$ cat config.mk
export PLATFORM = sky130hd
export DESIGN_NAME = edge_pulser
export DESIGN_NICKNAME = d
export VERILOG_FILES = /design/src/rtl/edge_pulser_pkg.sv /design/src/rtl/edge_pulser_ch.sv /design/src/rtl/edge_pulser.sv
export SDC_FILE = /design/constraint.sdc
export NUM_CORES = 1
export LEC_CHECK = 0
export ABC_AREA = 0
export CAP_MARGIN = 5
export CORE_MARGIN = 2
export CORE_UTILIZATION = 45
export DETAILED_ROUTE_END_ITERATION = 10
export PLACE_DENSITY = 0.78
export SYNTH_ARGS = -nofsm -noshare
export SYNTH_HDL_FRONTEND = slang
export SYNTH_HIERARCHICAL = 1
export SYNTH_SLANG_ARGS = --single-unit
$ cat constraint.sdc
create_clock -name clk -period 1.6 [get_ports clk]
set_clock_uncertainty 0.1 [all_clocks]
set_input_delay 0.32 -clock clk [delete_from_list [all_inputs] [get_ports clk]]
set_output_delay 0.32 -clock clk [all_outputs]
set_load 0.02 [all_outputs]
$ cat src/rtl/edge_pulser_pkg.sv
// Shared definitions for the multi-channel edge pulser: edge-mode encodings
// and the pulse-counter width helper.
package edge_pulser_pkg;

    localparam logic [1:0] MODE_OFF  = 2'b00;
    localparam logic [1:0] MODE_RISE = 2'b01;
    localparam logic [1:0] MODE_FALL = 2'b10;
    localparam logic [1:0] MODE_BOTH = 2'b11;

    // Counter must hold PULSE_LEN itself; a length below 1 still gets one bit.
    function automatic int cnt_width(input int len);
        if (len < 1) begin
            return 1;
        end
        return $clog2(len + 1);
    endfunction

endpackage

$ cat src/rtl/edge_pulser_ch.sv
// One edge-pulser channel: optional synchroniser, history flop, mode-selected
// edge detect, pulse-stretch counter and sticky pending/overflow flags.
module edge_pulser_ch
    import edge_pulser_pkg::*;
#(
    parameter int SYNC_STAGES = 2,
    parameter int PULSE_LEN   = 1,
    parameter int RETRIGGER   = 1
) (
    input  logic       clk,
    input  logic       rst_n,
    input  logic       i_in,
    input  logic [1:0] i_mode,
    input  logic       i_evt_clr,
    output logic       o_pulse,
    output logic       o_evt_pend,
    output logic       o_evt_ovf
);

    localparam int             CW     = cnt_width(PULSE_LEN);
    localparam logic [CW-1:0]  LEN_V  = CW'(PULSE_LEN);
    localparam bit             RETRIG = (RETRIGGER != 0);

    logic          w_s;
    logic          r_h;
    logic          w_rise;
    logic          w_fall;
    logic          w_det;
    logic [CW-1:0] r_cnt;
    logic [CW-1:0] w_cnt_nxt;
    logic          r_pulse;
    logic          r_pend;
    logic          r_ovf;

    generate
        if (SYNC_STAGES == 0) begin : g_nosync
            assign w_s = i_in;
        end else begin : g_sync
            logic [SYNC_STAGES-1:0] r_sync;
            always_ff @(posedge clk or negedge rst_n) begin
                if (!rst_n) begin
                    r_sync <= '0;
                end else begin
                    r_sync[0] <= i_in;
                    for (int k = 1; k < SYNC_STAGES; k++) begin
                        r_sync[k] <= r_sync[k-1];
                    end
                end
            end
            assign w_s = r_sync[SYNC_STAGES-1];
        end
    endgenerate

    // History resets low so a level already high at reset release reads as a rise.
    always_ff @(posedge clk or negedge rst_n) begin
        if (!rst_n) begin
            r_h <= 1'b0;
        end else begin
            r_h <= w_s;
        end
    end

    assign w_rise = w_s & ~r_h;
    assign w_fall = ~w_s & r_h;

    always_comb begin
        w_det = 1'b0;
        case (i_mode)
            MODE_RISE: w_det = w_rise;
            MODE_FALL: w_det = w_fall;
            MODE_BOTH: w_det = w_rise | w_fall;
            default:   w_det = 1'b0;
        endcase
    end

    // Without retrigger an edge inside a running pulse is simply ignored by the counter.
    always_comb begin
        w_cnt_nxt = r_cnt;
        if (w_det && ((r_cnt == '0) || RETRIG)) begin
            w_cnt_nxt = LEN_V;
        end else if (r_cnt != '0) begin
            w_cnt_nxt = r_cnt - 1'b1;
        end
    end

    always_ff @(posedge clk or negedge rst_n) begin
        if (!rst_n) begin
            r_cnt   <= '0;
            r_pulse <= 1'b0;
        end else begin
            r_cnt   <= w_cnt_nxt;
            r_pulse <= (w_cnt_nxt != '0);
        end
    end

    // A new edge beats a same-cycle clear for pending, but a clear always drops overflow.
    always_ff @(posedge clk or negedge rst_n) begin
        if (!rst_n) begin
            r_pend <= 1'b0;
            r_ovf  <= 1'b0;
        end else begin
            r_pend <= w_det | (r_pend & ~i_evt_clr);
            r_ovf  <= ~i_evt_clr & (r_ovf | (w_det & r_pend));
        end
    end

    assign o_pulse    = r_pulse;
    assign o_evt_pend = r_pend;
    assign o_evt_ovf  = r_ovf;

endmodule

$ cat src/rtl/edge_pulser.sv
// Multi-channel edge-to-pulse converter; each channel is fully independent
// with its own edge mode and sticky event flags.
module edge_pulser
    import edge_pulser_pkg::*;
#(
    parameter int WIDTH       = 4,
    parameter int SYNC_STAGES = 2,
    parameter int PULSE_LEN   = 1,
    parameter int RETRIGGER   = 1
) (
    input  logic                 clk,
    input  logic                 rst_n,
    input  logic [WIDTH-1:0]     in,
    input  logic [2*WIDTH-1:0]   mode,
    input  logic [WIDTH-1:0]     evt_clr,
    output logic [WIDTH-1:0]     pulse,
    output logic [WIDTH-1:0]     evt_pend,
    output logic [WIDTH-1:0]     evt_ovf
);

    generate
        for (genvar i = 0; i < WIDTH; i++) begin : g_ch
            edge_pulser_ch #(
                .SYNC_STAGES (SYNC_STAGES),
                .PULSE_LEN   (PULSE_LEN),
                .RETRIGGER   (RETRIGGER)
            ) u_ch (
                .clk        (clk),
                .rst_n      (rst_n),
                .i_in       (in[i]),
                .i_mode     (mode[2*i+1:2*i]),
                .i_evt_clr  (evt_clr[i]),
                .o_pulse    (pulse[i]),
                .o_evt_pend (evt_pend[i]),
                .o_evt_ovf  (evt_ovf[i])
            );
        end
    endgenerate

endmodule

==> metrics <==
status=completed; Crit Path Max Fanout=4; area delta synth->final=33.3%; post-route minimum period=1500 ps; Initial DRT Pass Iterations=4; number of global-route vias before repair=about 730; gr busiest metal=met2; Fmax=~0.67 GHz; crit path DAT=between 1000 and 1500 ps; first-pass GRT wire length=around 3000 um; Crit path max-delay family=flip-flops; post-synth top area cell=dfrtp_1; final wirelength=about 1600 um; via count=721; Setup TNS=0 ps; GR met1 Demand/Resource=16.2%; Die Y=between 50 and 60 um; Final Hold Vio Count=0; Final setup viols=0; CTS tree=yes; Setup WS post-layout=around 98 ps; GR Util All Layers=between 10% and 20%; DR vias/cell=4.97; internal power=between 0.0008 and 0.0009 W; Initial Utilization=47.1%; CTS Sinks=24; area of the die=approximately 2700 um^2; Remaining DRCs=0; root buffer cell=clkbuf_4; PD cells=between 800 and 900 nW/um^2; worst endpoint required time=roughly 1200 ps; Clk pwr share=a little over a fifth; Worst-Margin Slew=~290 ps; Post-CTS Hold Fix Bufs=0; max cap viols=0; WHS=~260 ps; Reg area=601 um^2; FILL cells=between 150 and 200; critical-path cell list=dlygate4sd2_1; Critical Path Sink Type=output pin; M3 GR Usage=3.45%; Sw Pwr=0.000290 W; Mapped Area=just over 1000 um^2; switch share=between 20% and 30%; Inst Count DP=142; die span in x=51.6 um; Final nets=approximately 150; syn_nets=110; drt first-iter violations=6; YS warnings=6; placed instance area=roughly 1400 um^2; total inserted antenna cells=0; Overflow after GRT=0; multi-input logic area=roughly 360 um^2; pin count of the biggest net entering global routing=25; antenna-violating nets left=0; #FFs+latches synth=24; Post-Syn Instances=84; ranking of synthesized cells by area=dfrtp_1, ha_1, inv_1; syn_area_per_cell=12.2 um^2; crit path kind=register to output pin; Core Region=roughly 2200 um^2; CP startpoint kind=register; Leak=~0.67 nW; clock-pin slew on the worst setup and hold paths=roughly 110 ps; initial antenna violation count=0; dpl hpwl=1320 um; Placer Congestion=0.795; fin cells=between 100 and 150; HP Class=register to register; io pins=30; sequential area share after synthesis=58.8%; count of cell types in the netlist=12; clock tree buffer depth=2; Cell Rows=17; fraction of layout cells with a size suffix above 1=about 14%; met2 Resource Use GR=approximately 28%; Buf/Inv on CP=1; wire per inst=about 11 um; Place WS=approximately 40 ps; final instance area=1360 um^2; worst-case vdd ir drop=~0.52 mV; H-tree Lvls=1; latest clock arrival within the worst-skew pair=between 200 and 300 ps; RSZ-0062 raised after global routing=false; Flop pwr share=about 60%; Final period util=93.9%; max incr delay on CP=~430 ps; pins over their slew limit=0; Rel. slew slack=80.6%; logic gate share of total power=19.3%; PortBufs=29; Num CTS Buffers=3; Yosys top cell area share=approximately three fifths; CP max-delay cell=dfrtp_1
synth_stat cells, drive strengths merged:
cell type and count:
nor2b 4, o21ai 8, a41oi 4, and2b 4
inv 16, a21oi 4, o221ai 4, ha 8
o211ai 4, nand2 4, dfrtp 24
flip-flops by register name, indices dropped and copies added, names as in the netlist:
| register | flops |
|---|---|
| g_ch.u_ch/o_evt_ovf | 4 |
| g_ch.u_ch/g_sync.r_sync | 8 |
| g_ch.u_ch/o_pulse | 4 |
| g_ch.u_ch/r_h | 4 |
| g_ch.u_ch/o_evt_pend | 4 |
final timing paths:
path | start | end | slack (ps) | cells after the start
hold reg to reg | g_ch[0].u_ch/g_sync.r_sync[0] | g_ch[0].u_ch/g_sync.r_sync[1] | 260 | 0
setup reg to reg | g_ch[2].u_ch/g_sync.r_sync[1] | g_ch[2].u_ch/o_evt_pend | 190 | 4
setup / recovery | g_ch[2].u_ch/o_evt_pend | evt_pend[2] | 100 | 1
hold / removal | g_ch[0].u_ch/g_sync.r_sync[0] | g_ch[0].u_ch/g_sync.r_sync[1] | 260 | 0
min in group asynchronous | rst_n | g_ch[3].u_ch/o_evt_pend | 270 | 2
max in group asynchronous | rst_n | g_ch[0].u_ch/o_evt_ovf | 900 | 2
kinds of logic (layout without fill, tap and decap cells):
family,count (synthesis),after routing,share of synthesized area [%]
AO/OA/AOI/OAI,24,24,17.2
flip-flops,24,24,58.8
buffers and inverters,16,49,5.88
AND/OR/NAND/NOR,12,12,8.33
adder cells (fa/ha/maj),8,8,9.80
final cells by class:
type | instances | share of cell area, %
Clock buffer | 3 | 1.65
Timing Repair Buffer | 30 | 20.8
Tap cell | 28 | 2.57
Inverter | 16 | 4.41
Multi-Input combinational cell | 44 | 26.5
Sequential cell | 24 | 44.1
power by group through the flow:
stage / clock network [W] / registers (W) / logic (W)
2_1_floorplan: 0 / 0.000722 / 0.0000679
3_5_place_dp: 0 / 0.000691 / 0.000242
5_1_grt: 0.000278 / 0.000684 / 0.000243
6_report: 0.000239 / 0.000677 / 0.000218
3_3_place_gp: 0 / 0.000688 / 0.000236
4_1_cts: 0.000252 / 0.000677 / 0.000223
per-layer routing:
metal | vias to the layer above | share of wire [%]
met2 | 19 | 53
met4 | 0 | 0.49
li1 | 355 | -
met3 | 2 | 6.7
met5 | - | 0
met1 | 345 | 40
cell usage in the layout, fill, tap and decap left out, drive strengths merged:
| cell type | instances |
|---|---|
| dlygate4sd2 | 12 |
| a21oi | 4 |
| nor2b | 4 |
| buf | 1 |
| dfrtp | 24 |
| clkdlybuf4s50 | 17 |
| ha | 8 |
| nand2 | 4 |
| o221ai | 4 |
| a41oi | 4 |
| o211ai | 4 |
| inv | 16 |
| and2b | 4 |
| clkbuf | 3 |
| o21ai | 8 |
metrics by stage:
stage / utilization [%] / total power (W)
after floorplan: - / 0.000790
after global placement: 62.4 / 0.000924
after detailed placement: 62.4 / 0.000933
after CTS: 62.7 / 0.00115
after global routing: 62.7 / 0.00121
final: 62.7 / 0.00113
timing repair:
action / in CTS / in global routing
resized for setup: 12 / 0
hold endpoints to repair: 0 / 0
setup endpoints to repair: 12 / 0
setup buffers: 0 / 0
Note: power is estimated with default switching activity, not from simulation.
